## src/rtl/regfile_pkg.sv

```systemverilog
// regfile_pkg: shared types, limits and address-width helper for regfile_mp
package regfile_pkg;
  localparam int MAX_NRD = 4;
  localparam int MAX_NWR = 2;
  typedef enum logic {INIT_ZERO, INIT_INDEX} rf_init_e;
  function automatic int aw_of(input int depth);
    return depth > 2 ? $clog2(depth) : 1;
  endfunction
endpackage

```

## src/rtl/rf_wr_arb.sv

```systemverilog
// rf_wr_arb: per-register write enable/data, highest write port wins; reg 0 writes dropped when ZERO_REG
module rf_wr_arb #(
  parameter int DW = 32,
  parameter int DEPTH = 32,
  parameter int AW = 5,
  parameter int NWR = 1,
  parameter int ZERO_REG = 1
) (
  input  logic [NWR-1:0]      we,
  input  logic [NWR*AW-1:0]   wa,
  input  logic [NWR*DW-1:0]   wd,
  output logic [DEPTH-1:0]    reg_we,
  output logic [DEPTH*DW-1:0] reg_wd
);
  always_comb begin
    reg_we = '0;
    reg_wd = '0;
    for (int i = 0; i < DEPTH; i++) begin
      for (int w = 0; w < NWR; w++)
        if (we[w] && wa[w*AW +: AW] == AW'(i)) begin
          reg_we[i] = 1'b1;
          reg_wd[i*DW +: DW] = wd[w*DW +: DW];
        end
      if (ZERO_REG != 0 && i == 0) reg_we[i] = 1'b0;
    end
  end
endmodule

```

## src/rtl/regfile_mp.sv

```systemverilog
// regfile_mp: multi-port register file, 1-cycle registered reads, async active-low reset.
// Define RF_BYPASS_EN to forward same-cycle write data to reads of the same register.
module regfile_mp
  import regfile_pkg::*;
#(
  parameter int DW = 32,
  parameter int DEPTH = 32,
  parameter int NRD = 2,
  parameter int NWR = 1,
  parameter int ZERO_REG = 1,
  parameter int INIT_IDX = 1,
  parameter int PROBE_IDX = 1,
  localparam int AW = aw_of(DEPTH)
) (
  input  logic              clk,
  input  logic              rst,
  input  logic [NRD-1:0]    re,
  input  logic [NRD*AW-1:0] ra,
  output logic [NRD*DW-1:0] rd,
  input  logic [NWR-1:0]    we,
  input  logic [NWR*AW-1:0] wa,
  input  logic [NWR*DW-1:0] wd,
  output logic [DW-1:0]     probe
);
  localparam rf_init_e INIT_MODE = INIT_IDX != 0 ? INIT_INDEX : INIT_ZERO;
  if (NRD > MAX_NRD || NWR > MAX_NWR) begin : g_bad_cfg
    $error("regfile_mp: port count exceeds supported maximum");
  end
  logic [DW-1:0]       mem [DEPTH];
  logic [DEPTH-1:0]    reg_we;
  logic [DEPTH*DW-1:0] reg_wd;
  rf_wr_arb #(.DW(DW), .DEPTH(DEPTH), .AW(AW), .NWR(NWR), .ZERO_REG(ZERO_REG)) u_arb (
    .we(we), .wa(wa), .wd(wd), .reg_we(reg_we), .reg_wd(reg_wd)
  );
  // reg 0 resets to 0 in either init mode, so the zero register never needs a separate reset
  always_ff @(posedge clk or negedge rst)
    if (!rst)
      for (int i = 0; i < DEPTH; i++) mem[i] <= INIT_MODE == INIT_INDEX ? DW'(i) : '0;
    else
      for (int i = 0; i < DEPTH; i++) if (reg_we[i]) mem[i] <= reg_wd[i*DW +: DW];
  for (genvar p = 0; p < NRD; p++) begin : g_rd
    logic [AW-1:0] a;
    logic [DW-1:0] val, q;
    assign a = ra[p*AW +: AW];
`ifdef RF_BYPASS_EN
    assign val = reg_we[a] ? reg_wd[a*DW +: DW] : mem[a];
`else
    assign val = mem[a];
`endif
    always_ff @(posedge clk or negedge rst)
      if (!rst) q <= '0;
      else if (re[p]) q <= val;
    assign rd[p*DW +: DW] = q;
  end
  assign probe = mem[PROBE_IDX];
endmodule
```

## config.mk

```make
export PLATFORM = sky130hd
export DESIGN_NAME = regfile_mp
export DESIGN_NICKNAME = d
export VERILOG_FILES = /design/src/rtl/regfile_pkg.sv /design/src/rtl/rf_wr_arb.sv /design/src/rtl/regfile_mp.sv
export SDC_FILE = /design/constraint.sdc
export NUM_CORES = 2
export LEC_CHECK = 0
export ABC_AREA = 0
export BUFFER_PORTS_ARGS = -buffer_cell sky130_fd_sc_hd__clkbuf_2
export CORE_MARGIN = 4
export CORE_UTILIZATION = 50
export DETAILED_ROUTE_END_ITERATION = 10
export GPL_TIMING_DRIVEN = 0
export PLACE_DENSITY_LB_ADDON = 0.25
export SLEW_MARGIN = 20
export SYNTH_ARGS = -nofsm -noshare
export SYNTH_HDL_FRONTEND = slang
export SYNTH_SLANG_ARGS = --single-unit
```

## constraint.sdc

```tcl
create_clock -name clk -period 1.9 [get_ports clk]
set_input_delay 0.19 -clock clk [delete_from_list [all_inputs] [get_ports clk]]
set_output_delay 0.19 -clock clk [all_outputs]
set_load 0.005 [all_outputs]
```

==> impl_metrics.csv <==
group,metric,value,unit
worst_setup_path,cp_data_required_time,2.49,ns
floorplan,initial_utilization,50.3,%
drt,ant_nets,0,
placement,hpwl,154,mm
synthesis,syn_nets,3895,
timing,finalSetupViolations,156,
drt,drt_iter0_drc,5478,
cells_and_area,post-route-util,57.4,%
timing,hold_viol,239,
synthesis,synth-seq-cells,1056,
drt,vias,39600,
timing,relSlewSlack,17.1,%
drt,via_per_inst,6.89,
drt,firstDrtPassIters,8,
timing,post-route-period-util,110,%
grt,grt_pass1_vias,38800,
synthesis,synth_flop_cell,"dfrtp_1",
placement,place_congestion,1.06,
worst_setup_path,crit_path_start_kind,"input pin",
timing,report.final.slew_viol_count,0,
power,power_density,1070,nW/um^2
floorplan,rows,122,
synthesis,syn_inst,3843,
grt,grt_max_degree,90,
power,combPwrFrac,21.9,%
clocking,cts-htree-levels,3,
synthesis,syn_area_per_cell,14.5,um^2
clocking,cts_buffers,112,
timing,worst_slew_pin_slew,1.24,ns
drt,detail_route.wl_per_cell,36.6,um
clocking,cts_tree,"built",
grt,overflow,0,
cells_and_area,final_nets,4210,
worst_setup_path,end_kind,"flop",
clocking,clockBufferDepth,3,
cells_and_area,fillers,8918,
run_status,violations,"hold timing, setup timing",
cells_and_area,syn_to_final_growth,14.2,%
timing,fin_hold_ws,-0.160,ns
min_path,hp-class,"input pin to asynchronous set/reset pin",
floorplan,io_pins,148,
power,pwr-share-clk,33.1,%
synthesis,synth_compound_area_share,6.75,%
clocking,path_clk_slew,0.06,ns
worst_setup_path,cp.arrival,2.68,ns
synthesis,synth.top_cell.area_share,43.9,%
timing,fin_crit,2.09,ns
clocking,holdBufCountCts,38,
clocking,cts.sinks,1056,
power,internal-power,48.0,mW
power,seqPwrFrac,45.0,%
synthesis,synth.area.mux_share,39.5,%
cells_and_area,drive_gt1_share,50.6,%
placement,dp_slack,-1.66,ns
placement,io_buffers,141,
synthesis,yosys.area.top_type,"dfrtp_1",
grt,grt.total_usage,35.7,%
clocking,root_buffer,"clkbuf_16",
synthesis,yosys.area_share.adder,0,%
synthesis,synth_edf_count,0,
floorplan,die_height,341,um
synthesis,yosysSeqAreaShare,47.7,%
synthesis,synth_area,55600,um^2
timing,setup_ws,-0.190,ns
power,p_leak,27.6,nW
floorplan,dieArea,117000,um^2
drt,routed_wl,210,mm
timing,skew,0.0369,ns
grt,antenna_found_initial,14,
synthesis,ys.warnings.count,0,
worst_setup_path,worst-setup-path-type,"input pin to flop",
cells_and_area,multi_input_area,27100,um^2
grt,grt_pass1_wl,293,mm
timing,fmax,0.478,GHz
floorplan,core,111000,um^2
job,cap_violations,0,
clocking,clk-insertion-delay-late,0.73,ns
power,p_sw,20.1,mW
timing,rsz0062_at_grt,"yes",
power,p_sw_share,29.6,%
synthesis,synth_area_leaders,"dfrtp_1, mux2_2, mux4_2",
cells_and_area,seqCellArea,26500,um^2
synthesis,synth_xor_area_share,0,%
power,peakVddDrop,0.788,mV
worst_setup_path,cp_max_fo,10,
synthesis,yosysUniqueCellTypes,54,
floorplan,die_w,341,um
drt,drc,0,
synthesis,synthSimpleGateAreaFrac,1.86,%
synthesis,synthArstFlopShare,100,%
run_status,status,"finished, violations left",
synthesis,synth_top_family_by_area,"multiplexers",
==> layer usage <==
metal	routed length, um	global-route usage [%]	vias up
li1	-	-	15500
met1	82100	48.5	20900
met2	87900	49.8	2602
met3	26400	12.8	611
met4	13700	19.8	6
met5	171	0.208	-
==> power by group through the flow <==
stage | Clock [mW] | Sequential (mW) | Combinational, mW
floorplan | 0 | 29.5 | 9.84
global route | 23.5 | 31.1 | 15.6
detailed placement | 0 | 30.8 | 14.1
global placement | 0 | 30.7 | 13.6
finish | 22.6 | 30.7 | 14.9
CTS | 22.6 | 30.5 | 14.4
==> area by class of cell <==
cell class	count	area share, %
multi-input combinational	2312	42.7
sequential	1056	41.8
clock buffer	170	5.24
buffer	440	3.89
tap	1488	2.93
timing repair buffer	202	2.58
clock inverter	36	0.607
inverter	34	0.201
antenna	8	0.0315
==> cells by family (layout without fill, tap and decap cells) <==
family	after synthesis	count (layout)
flip-flops	1056	1056
buffers and inverters	475	882
AO/OA/AOI/OAI	484	484
AND/OR/NAND/NOR	209	209
multiplexers	1619	1619
other	0	8
==> synthesized netlist by cell type, types with 33 or more instances <==
library cell     n
buf_4           60
nand2_1         70
mux2i_1        230
a22oi_1         54
a22o_1          62
a221oi_1        56
o221ai_1        54
mux4_2         357
dfrtp_1        976
inv_1           33
dfstp_2         80
buf_2          157
mux2_2        1011
clkbuf_1       196
o22ai_1         38
nor2_1          38
==> repair_timing <==
action	4_1_cts	5_1_grt
buffers inserted	1	9
gates resized for setup	125	81
endpoints found under the hold margin	320	239
pin swaps	0	4
endpoints found under the setup margin	212	167
==> path summary, 6_finish.rpt <==
path | start | endpoint | slack, ns | cells past startpoint
min in group clk | re[0] | g_rd[0].q[0] | 0.09 | 2
max in group asynchronous | rst | mem[279] | 0.26 | 9
setup / recovery | wa[0] | mem[153] | -0.19 | 6
hold reg to reg | mem[103] | mem[103] | 0.51 | 1
hold / removal | rst | mem[654] | -0.16 | 5
setup reg to reg | mem[778] | g_rd[1].q[10] | -0.03 | 4
==> state kept, by name (all words and copies together) (netlist names) <==
name and flops:
mem 960, g_rd.q 64, probe 32
==> critical path: stages <==
cell	delay (ns)
clkbuf_2	0.12
clkbuf_1	0.49
nand2_1	0.29
nor2_2	0.72
buf_2	0.47
mux2_2	0.39
==> layout by cell type (no fill, tap or decap), drive strengths merged, types with 10 or more instances in the layout <==
cell,netlist,final
a21oi,32,32
o221ai,54,54
buf,244,263
nor2b,20,20
mux4,357,357
a221oi,56,56
mux2,1032,1032
a31oi,10,10
a221o,31,31
a22oi,54,54
o22ai,38,38
nand2b,28,28
nand2,70,70
a22o,62,62
dfstp,80,80
a32oi,25,25
o21ai,44,44
dlygate4sd3,0,33
dfrtp,976,976
o31ai,16,16
nor2,39,39
nand3,23,23
mux2i,230,230
inv,33,36
o211ai,31,31
clkinv,1,24
clkbuf,197,512
==> stage by stage <==
step                      setup TNS, ns  cells  power, mW  cell area, um^2
final                            -14.25   5746       68.2            63500
after floorplan                       0   3843       39.4            55600
after global placement                -   5472       44.3            58200
after global routing              -9.06   5740       70.2            63500
after CTS                       -0.0196   5729       67.4            63100
after detailed placement        -542.12   5485       45.0            58600
(Power assumes the default switching activity.)
